**src/rtl/fetch_pkg.sv**
```systemverilog
// Shared defaults, the decode-buffer entry type and PC alignment helper for the fetch stage.
package fetch_pkg;

  localparam int                   DEF_XLEN         = 32;
  localparam int                   DEF_INST_BYTES   = 4;
  localparam int                   DEF_QDEPTH       = 4;
  localparam logic [DEF_XLEN-1:0]  DEF_RESET_VECTOR = 32'h0000_0000;

  typedef struct packed {
    logic [DEF_XLEN-1:0] pc;
    logic [DEF_XLEN-1:0] inst;
  } fetch_entry_t;

  // Clears the sub-instruction offset bits; works for any XLEN up to 64.
  function automatic logic [63:0] pc_align(input logic [63:0] addr, input int unsigned inst_bytes);
    return addr & ~(64'(inst_bytes) - 64'd1);
  endfunction

endpackage

```
**src/rtl/fetch_fifo.sv**
```systemverilog
// Small synchronous FIFO with flush; used for the PC tag queue and the decode buffer.
module fetch_fifo #(
  parameter int WIDTH = 8,
  parameter int DEPTH = 4
) (
  input  logic                         clk,
  input  logic                         rst_n,
  input  logic                         push,
  input  logic [WIDTH-1:0]             push_data,
  input  logic                         pop,
  input  logic                         flush,
  output logic [WIDTH-1:0]             head_data,
  output logic [$clog2(DEPTH+1)-1:0]   count,
  output logic                         full,
  output logic                         empty
);

  localparam int AW = $clog2(DEPTH);
  localparam int CW = $clog2(DEPTH+1);

  logic [WIDTH-1:0] mem [DEPTH];
  logic [AW-1:0]    wr_ptr;
  logic [AW-1:0]    rd_ptr;
  logic [CW-1:0]    count_q;
  logic             do_push;
  logic             do_pop;

  // A full FIFO still takes a push when the head leaves in the same cycle.
  always_comb begin
    do_pop  = pop && !empty;
    do_push = push && (!full || pop);
  end

  // Storage and pointers; flush discards contents but leaves storage untouched.
  always_ff @(posedge clk or negedge rst_n) begin
    if (!rst_n) begin
      for (int i = 0; i < DEPTH; i++) mem[i] <= '0;
      wr_ptr  <= '0;
      rd_ptr  <= '0;
      count_q <= '0;
    end else if (flush) begin
      wr_ptr  <= '0;
      rd_ptr  <= '0;
      count_q <= '0;
    end else begin
      if (do_push) begin
        mem[wr_ptr] <= push_data;
        wr_ptr      <= wr_ptr + AW'(1);
      end
      if (do_pop) rd_ptr <= rd_ptr + AW'(1);
      count_q <= count_q + CW'(do_push) - CW'(do_pop);
    end
  end

  assign head_data = mem[rd_ptr];
  assign count     = count_q;
  assign full      = (count_q == CW'(DEPTH));
  assign empty     = (count_q == '0);

endmodule

```
**src/rtl/fetch_unit.sv**
```systemverilog
// Multi-outstanding sequential fetch: credit-limited imem requests, in-order response
// buffering with PC tags, and redirect flush that discards still-unanswered requests.
module fetch_unit
  import fetch_pkg::*;
#(
  parameter int              XLEN         = DEF_XLEN,
  parameter int              INST_BYTES   = DEF_INST_BYTES,
  parameter logic [XLEN-1:0] RESET_VECTOR = XLEN'(DEF_RESET_VECTOR),
  parameter int              QDEPTH       = DEF_QDEPTH
) (
  input  logic            clk,
  input  logic            rst_n,
  input  logic            redirect_valid,
  input  logic [XLEN-1:0] redirect_addr,
  output logic            imem_req_valid,
  input  logic            imem_req_ready,
  output logic [XLEN-1:0] imem_req_addr,
  input  logic            imem_rsp_valid,
  input  logic [XLEN-1:0] imem_rsp_data,
  output logic            dec_valid,
  input  logic            dec_ready,
  output logic [XLEN-1:0] dec_inst,
  output logic [XLEN-1:0] dec_pc
);

  localparam int              CW      = $clog2(QDEPTH+1);
  localparam logic [CW:0]     QD_W    = (CW+1)'(QDEPTH);
  localparam logic [XLEN-1:0] PC_STEP = XLEN'(INST_BYTES);

  logic [XLEN-1:0]   fetch_pc;
  logic [CW-1:0]     outstanding;
  logic [CW-1:0]     outstanding_nxt;
  logic [CW-1:0]     drop_cnt;
  logic [CW:0]       in_use;
  logic              req_fire;
  logic              rsp_keep;
  logic              dec_fire;
  logic [XLEN-1:0]   tag_head;
  logic [CW-1:0]     tag_count;
  logic              tag_full;
  logic              tag_empty;
  logic [2*XLEN-1:0] buf_head;
  logic [CW-1:0]     buf_count;
  logic              buf_full;
  logic              buf_empty;

  // Credit: every in-flight request has a reserved buffer slot, so responses never stall.
  always_comb begin
    in_use          = {1'b0, outstanding} + {1'b0, buf_count};
    imem_req_valid  = rst_n && (in_use < QD_W) && !redirect_valid;
    req_fire        = imem_req_valid && imem_req_ready;
    rsp_keep        = imem_rsp_valid && (drop_cnt == '0) && !redirect_valid;
    dec_fire        = dec_valid && dec_ready;
    outstanding_nxt = outstanding + CW'(req_fire) - CW'(imem_rsp_valid);
  end

  // Fetch PC: redirect target (aligned) wins, otherwise advance on each accepted request.
  always_ff @(posedge clk or negedge rst_n) begin
    if (!rst_n) begin
      fetch_pc <= RESET_VECTOR;
    end else if (redirect_valid) begin
      fetch_pc <= XLEN'(pc_align(64'(redirect_addr), INST_BYTES));
    end else if (req_fire) begin
      fetch_pc <= fetch_pc + PC_STEP;
    end
  end

  // In-flight and to-be-dropped counts; a redirect marks every unanswered request stale.
  always_ff @(posedge clk or negedge rst_n) begin
    if (!rst_n) begin
      outstanding <= '0;
      drop_cnt    <= '0;
    end else begin
      outstanding <= outstanding_nxt;
      if (redirect_valid)
        drop_cnt <= outstanding_nxt;
      else if (imem_rsp_valid && (drop_cnt != '0))
        drop_cnt <= drop_cnt - CW'(1);
    end
  end

  fetch_fifo #(.WIDTH(XLEN), .DEPTH(QDEPTH)) u_tag_fifo (
    .clk       (clk),
    .rst_n     (rst_n),
    .push      (req_fire),
    .push_data (fetch_pc),
    .pop       (rsp_keep),
    .flush     (redirect_valid),
    .head_data (tag_head),
    .count     (tag_count),
    .full      (tag_full),
    .empty     (tag_empty)
  );

  fetch_fifo #(.WIDTH(2*XLEN), .DEPTH(QDEPTH)) u_inst_buf (
    .clk       (clk),
    .rst_n     (rst_n),
    .push      (rsp_keep),
    .push_data ({tag_head, imem_rsp_data}),
    .pop       (dec_fire),
    .flush     (redirect_valid),
    .head_data (buf_head),
    .count     (buf_count),
    .full      (buf_full),
    .empty     (buf_empty)
  );

  assign imem_req_addr = fetch_pc;
  assign dec_valid     = !buf_empty;
  assign dec_pc        = buf_head[2*XLEN-1:XLEN];
  assign dec_inst      = buf_head[XLEN-1:0];

  a_outstanding_bound: assert property (@(posedge clk) disable iff (!rst_n)
    int'(outstanding) <= QDEPTH);
  a_tag_tracks_live: assert property (@(posedge clk) disable iff (!rst_n)
    tag_count == outstanding - drop_cnt);
  a_tag_no_overflow: assert property (@(posedge clk) disable iff (!rst_n)
    req_fire |-> !tag_full);
  a_tag_present: assert property (@(posedge clk) disable iff (!rst_n)
    rsp_keep |-> !tag_empty);
  a_buf_has_room: assert property (@(posedge clk) disable iff (!rst_n)
    rsp_keep |-> (!buf_full || dec_fire));

endmodule
```
**config.mk**
```make
export PLATFORM = sky130hd
export DESIGN_NAME = fetch_unit
export DESIGN_NICKNAME = d
export VERILOG_FILES = /design/src/rtl/fetch_pkg.sv /design/src/rtl/fetch_fifo.sv /design/src/rtl/fetch_unit.sv
export SDC_FILE = /design/constraint.sdc
export NUM_CORES = 1
export LEC_CHECK = 0
export CAP_MARGIN = 20
export CORE_MARGIN = 10
export CORE_UTILIZATION = 45
export CTS_CLUSTER_DIAMETER = 120
export CTS_CLUSTER_SIZE = 10
export DETAILED_ROUTE_END_ITERATION = 8
export PLACE_DENSITY = 0.73
export SYNTH_ARGS = -nofsm -noshare
export SYNTH_HDL_FRONTEND = slang
export SYNTH_SLANG_ARGS = --single-unit
```
**constraint.sdc**
```tcl
create_clock -name clk -period 3.16 [get_ports clk]
set_input_delay 0.474 -clock clk [delete_from_list [all_inputs] [get_ports clk]]
set_output_delay 0.474 -clock clk [all_outputs]
set_load 0.01 [all_outputs]
```
Word-level counts from Yosys, hierarchy flattened
Cells that the tools add are included.
Cells by class
  order comparisons: 7
  bitwise logic cells: 5
  equal/unequal tests: 2
  reductions and logical operators: 32
  mux-type cells: 26
  $add $sub $neg: 13
Operators with widths (number)
  256-bit bitwise mux: 1
  64-bit 2-to-1 mux: 3
  32-bit 2-to-1 mux: 5
  64-bit binary-select mux with 2-bit select: 1
  128-bit bitwise mux: 1
  64-bit demux with 2-bit select: 1
  32-bit binary-select mux with 2-bit select: 1
  32-bit demux with 2-bit select: 1
  32-bit by 3-bit adder with 32-bit output (second input constant): 1
  2-bit 2-to-1 mux: 8
  1-bit logical AND: 13
  3-bit >= comparator (second input constant): 4
  3-bit 2-to-1 mux: 4
  2-bit inverter with 3-bit output: 4
  2-bit nonzero test: 6
  3-bit by 1-bit adder with 3-bit output: 3
  3-bit zero test: 3
  3-bit by 1-bit subtractor with 3-bit output: 3
  2-bit by 1-bit adder with 2-bit output (second input constant): 4
  3-bit == test (second input constant): 2
  3-bit by 1-bit < comparator with 1-bit output (second input constant): 2
  1-bit zero test: 5
  3-bit by 3-bit adder with 4-bit output: 1
  4-bit by 3-bit < comparator with 1-bit output (second input constant): 1
  5 further kinds: 7
Word-level totals
  output and inout bits: 98
  register bits after elaboration: 436
  logic and storage cells: 102
  input port bits: 70

Depth between registers and ports, before layout
  word-level depth: 9
  depth in mapped cells: 14
  depth with buffers taken out: 13

By module
Synthesis repeated with hierarchy kept, for this count alone.
Unflattened totals
  cells, all modules: 1264
  area total of the unflattened synthesis: 20372.0 um^2
Modules (own cells, without submodules)
  fetch_fifo (u_inst_buf): sequential area each 6581.3 um^2, area an instance 11578.6 um^2, instances 1, cells an instance 664
  fetch_fifo (u_tag_fifo): sequential area each 3378.2 um^2, area an instance 6611.3 um^2, instances 1, cells an instance 358
  fetch_unit: sequential area each 900.9 um^2, area an instance 2182.1 um^2, instances 1, cells an instance 242

Worst setup path after synthesis
Ideal clock, no wire load.
  path type: register -> register
  start: register u_inst_buf.count_q[2] (netlist: u_inst_buf.count[2])
  end: register drop_cnt[2]
  clock period less this slack: 2777 ps
  setup time: 135 ps
  path buffers: 1
  data required time: 3025 ps
  setup slack: 383 ps
  stages on the path, launching flop included: 15
  arrival: 2642 ps
  cell sequence: dfrtp_1 ha_1 nor4b_2 and4_1 inv_2 clkbuf_1 ha_1 inv_1 ha_1 inv_1 fa_1 xnor2_1 xnor2_1 nand2_1 o21ai_0
On the way
  longest elaborated chain between the ends: 8
RTL lines
  start, declared: line fetch_fifo.sv:24  | logic [CW-1:0] count_q;
  start signal, assigned: line fetch_fifo.sv:51  | count_q <= count_q + CW'(do_push) - CW'(do_pop);
  3-bit by 3-bit adder with 4-bit output: line fetch_unit.sv:49  | in_use = {1'b0, outstanding} + {1'b0, buf_count};
  4-bit by 3-bit < comparator with 1-bit output: line fetch_unit.sv:50  | imem_req_valid = rst_n && (in_use < QD_W) && !redirect_valid;
  1-bit logical AND (2 in series): line fetch_unit.sv:50
  1-bit logical AND: line fetch_unit.sv:51  | req_fire = imem_req_valid && imem_req_ready;
  3-bit by 1-bit adder with 3-bit output: line fetch_unit.sv:54  | outstanding_nxt = outstanding + CW'(req_fire) - CW'(imem_rsp_valid);
  3-bit by 1-bit subtractor with 3-bit output: line fetch_unit.sv:54
  net outstanding_nxt[2]: line fetch_unit.sv:32  | logic [CW-1:0] outstanding_nxt;
  3-bit 2-to-1 mux: line fetch_unit.sv:75  | if (redirect_valid)
  end signal, assigned: line fetch_unit.sv:76  | drop_cnt <= outstanding_nxt;
  end signal, assigned: line fetch_unit.sv:78  | drop_cnt <= drop_cnt - CW'(1);
  end, declared: line fetch_unit.sv:33  | logic [CW-1:0] drop_cnt;
The timed path passes the listed nets, and every way through them passes these cells.
A chain may end at the register's enable or synchronous reset.

Worst setup path in the final report
  start: register u_inst_buf.rd_ptr[0]
  end: output dec_pc[20]
On the way
  longest elaborated chain between the ends: 4
RTL lines
  start, declared: line fetch_fifo.sv:23  | logic [AW-1:0] rd_ptr;
  start signal, assigned: line fetch_fifo.sv:50  | if (do_pop) rd_ptr <= rd_ptr + AW'(1);
  2-bit inverter with 3-bit output (implied by the code): line fetch_fifo.sv:55  | assign head_data = mem[rd_ptr];
  64-bit binary-select mux with 2-bit select: line fetch_fifo.sv:55
  64-bit 2-to-1 mux (implied by the code) (2 in series): line fetch_fifo.sv:55
  end, declared: line fetch_unit.sv:23  | output logic [XLEN-1:0] dec_pc
Every way passes these cells. The select of a mux whose other input is x is not followed.

==> impl_summary.txt <==
----------------------------------------------------
[Timing]
  Fmax ... roughly 330 MHz
  Final period demand of the worst path ... slightly above 3 ns
  Share of the cycle needed by the critical path after routing ... 95.6%
  Number of endpoints failing setup at the final stage ... 0
  Worst Slack Setup Final ... 0.138 ns
  Relative slew slack ... 30.4%
  Aggregate negative setup slack ... 0 ns
  Worst clock skew on the final layout ... 0.0233 ns
  Final count of pins violating max slew ... 0
  Worst Tran Pin Value ... 1.04 ns
  RSZ-0062 raised after global routing ... no
  Total count of hold-check failures in the final report ... 0

[Synthesis]
  Netlist Area Pre-Place ... 19000 sq um
  Register bit count reported by yosys ... ~420
  Area share of the largest cell type after synthesis ... a little over half
  Library cell with the largest summed area after synthesis ... sky130_fd_sc_hd__dfrtp_1
  Synthesis warning total ... 0
  Post-synth top flop ... sky130_fd_sc_hd__dfrtp_1
  Async set or reset register ratio after synthesis ... 100%
  Post-synth EDFFs ... 0
  Mapped Cells ... between 1000 and 1500
  Syn_area_per_cell ... roughly 16 sq um
  Number of distinct library cells after synthesis ... 59
  Most area-consuming cells after synthesis ... sky130_fd_sc_hd__dfrtp_1 55%, sky130_fd_sc_hd__mux2_2 18%, sky130_fd_sc_hd__mux4_2 11%
  Seq/Total Area, Yosys ... approximately 55%

[Final layout]
  Ant. Diodes ... 0
  Count of fill cells added during filler insertion ... 3390
  Final Instance Count excl. Fillers ... 1925
  Utilization after layout ... 54.0%
  Share of final-layout standard cells stronger than drive strength 1 ... between 30 and 40%
  Top library cells by usage in the layout, fill and taps aside ... 415 x sky130_fd_sc_hd__dfrtp_1, 311 x sky130_fd_sc_hd__mux2_2, 159 x sky130_fd_sc_hd__clkdlybuf4s50_1
  Most common cell after layout, fill and taps aside ... sky130_fd_sc_hd__dfrtp_1
  Number of nets in the finished design ... 1474
  Area growth from synthesis to final layout ... 18.9%

[Drt]
  Drt via density ... 5.66
  DR iter-0 viols ... 578
  Detailed-route wire length per cell ... approximately 22 um
  Remaining antenna violation count after routing ... 0
  Detailed-router iteration count before antenna repair ... 4
  Routed WL ... 41400 um
  Total vias in the final route ... 10900
  DRC Markers ... 0

[Place]
  Setup slack at placement ... 0.304 ns
  Hpwl dp ... about 27000 um
  Count of placed standard cells including taps ... 1871
  Input/output buffers ... 161
  Gp weighted congestion ... about 0.78

[Critical path]
  Reg2reg start ... u_inst_buf.count[2]$_DFF_PN0_
  Sort of element at the start of the critical path ... flip-flop
  Cells along the critical path ... buf_4 > mux4_2 > clkdlybuf4s50_1
  Biggest fanout along the worst timing path ... 11
  Critical path endpoint category ... output pin
  Type of the setup path with the least slack ... reg2out
  Slowest stage cell, crit path ... sky130_fd_sc_hd__dfrtp_4
  Worst Reg2Reg Path Length in Cells ... 9
  R2R setup slack ... roughly 0.34 ns
  RR Endpoint ... u_tag_fifo.mem[55]$_DFFE_PN0P_
  Critical path required time ... 2.69 ns
  Crit path largest cell delay ... 0.60 ns
  Arrival time at the worst endpoint ... around 2.6 ns

[Worst hold path]
  Hold/Removal Path Class ... in2reg
  Min-Delay Startpoint ... redirect_valid
  WHS Path Cells ... 3
  Endpoint, Worst Hold ... u_inst_buf.rd_ptr[0]$_DFFE_PN0P_

[Pwr]
  Leakage ... 10.6 nW
  Relative contribution of the clock network to total power ... between 20% and 30%
  Design internal power ... 0.0121 W
  Switch Pwr ... 0.00467 W
  Seq pwr share ... 42.3%
  Post-route total power ... about 0.017 W
  Net switching fraction of the power ... 27.8%
  Part of the total power dissipated in combinational logic ... 29.8%
  Highest ir drop seen on vdd ... 0.328 mV
  Areal power density over the cells ... 741 nW/um^2

[Clocking]
  CTS tree ... yes
  Number of buffers inserted during clock tree synthesis ... 47
  Clock buffer depth ... 3
  Reg clk slew, reported paths ... ~0.06 ns
  H-tree levels ... 2
  Clock Sink Count ... 418
  Clock root buffer ... sky130_fd_sc_hd__clkbuf_16
  Insertion delay of the later-clocked pin in the worst-skew pair ... 0.57 ns
  Post-CTS Repair Setup Buffers ... 0

[Floorplanning]
  I/O pin count ... 168
  Y dimension of the die ... 226 um
  Core region area ... 41900 sq um
  Number of rows in the core area ... 75
  Die Footprint ... 50900 sq um
  Starting density of the core ... between 40 and 50%
  Horiz. Die Dim ... 226 um

[Global routing]
  Antenna violations before repair ... 0
  Number of global-route vias before repair ... around 12000
  GRT Util Overall ... 16.6%
  Maximum number of pins on one net before global-route repair ... 170
  Global-route wire length before repair ... 66900 um
  Remaining global-route overflow ... 0

[Run]
  Max-capacitance violation count ... 0

[Status]
  Result of the run ... completed

----------------------------------------------------
==> power by group through the flow <==
| stage | sequential, W | clock, W | combinational [W] |
|---|---|---|---|
| after floorplan | 0.00687 | 0 | 0.00313 |
| after global placement | 0.00708 | 0 | 0.00499 |
| after detailed placement | 0.00717 | 0 | 0.00510 |
| after CTS | 0.00709 | 0.00484 | 0.00511 |
| after global routing | 0.00724 | 0.00503 | 0.00540 |
| final | 0.00708 | 0.00468 | 0.00499 |
==> registers in the layout (all words and copies together) (netlist names) <==
name,count
drop_cnt,3
imem_req_addr,30
outstanding,3
u_inst_buf.count,3
u_inst_buf.mem,248
u_inst_buf.rd_ptr,2
u_inst_buf.wr_ptr,2
u_tag_fifo.count,3
u_tag_fifo.mem,120
u_tag_fifo.rd_ptr,2
u_tag_fifo.wr_ptr,2
==> per-stage QoR <==
stage	hold slack, ns	area, sq um
finish	0.342	22600
CTS	0.301	22600
detailed placement	0.480	21400
floorplan	0.178	19000
global placement	0.469	21400
global route	0.347	22600
==> cells in the mapped netlist (all sizes together), types with 2 or more instances <==
master / instances
xnor2: 9
nand3: 15
and3: 3
nor4b: 2
inv: 21
a32oi: 2
a21oi: 6
o311ai: 3
nand2: 50
nor4: 7
buf: 57
a31oi: 2
o21ai: 22
o31ai: 2
and4: 2
xor2: 6
o211ai: 4
mux2: 368
nor2: 22
clkbuf: 26
a21o: 2
dfrtp: 418
a221o: 7
nor3: 6
mux4: 92
and2: 5
nor2b: 2
a31o: 6
mux2i: 6
nand4bb: 2
fa: 3
ha: 19
nand4: 10
or3: 2
==> timing repair <==
action / in CTS / in global routing
hold endpoints to repair: 38 / 0
hold buffers: 1 / 0
resized for setup: 0 / 0
endpoints found under the setup margin: 0 / 0
==> worst max-delay path by stage <==
stage	from	to	slack, ns	cells after the start
floorplan	u_inst_buf.count[2]$_DFF_PN0_	drop_cnt[2]$_DFFE_PN0P_	0.38	14
finish	u_inst_buf.rd_ptr[0]$_DFFE_PN0P_	dec_pc[20]	0.14	3
detailed placement	imem_rsp_valid	u_tag_fifo.count[2]$_DFF_PN0_	0.30	10
global placement	imem_rsp_valid	u_tag_fifo.count[2]$_DFF_PN0_	0.35	10
CTS	u_inst_buf.rd_ptr[0]$_DFFE_PN0P_	dec_pc[20]	0.04	3
global route	u_inst_buf.rd_ptr[0]$_DFFE_PN0P_	dec_pc[20]	0.003	3
==> kinds of logic after synthesis <==
kind of cell | share of synthesized area (%)
buffers and inverters | 2.84
adder cells (fa/ha/maj) | 1.57
multiplexers | 33.8
XOR/XNOR | 0.690
AO/OA/AOI/OAI | 2.32
AND/OR/NAND/NOR | 3.81
other | 0.0197
flip-flops | 55.0
==> critical path: cells and delay by family, from the launching register on <==
| family | cells | cell delay [ns] |
|---|---|---|
| buffers and inverters | 2 | 0.81 |
| flip-flops | 1 | 0.60 |
| multiplexers | 1 | 0.55 |
==> metal layers <==
layer	routed length, um	GRT usage [%]
met5	0	0
met4	810	5.19
met3	2280	3.77
met2	19500	26.3
met1	18800	22.3
==> final cells by class <==
type                       count  area (sq um)  share of cell area, %
multi-input combinational    701          8070                   35.7
clock inverter                 2          25.0                  0.111
sequential                   418         10500                   46.3
timing repair buffer         193          2080                   9.20
clock buffer                  51          1220                   5.41
inverter                      21          78.8                  0.349
tap                          539           674                   2.98
(Power assumes the default switching activity.)
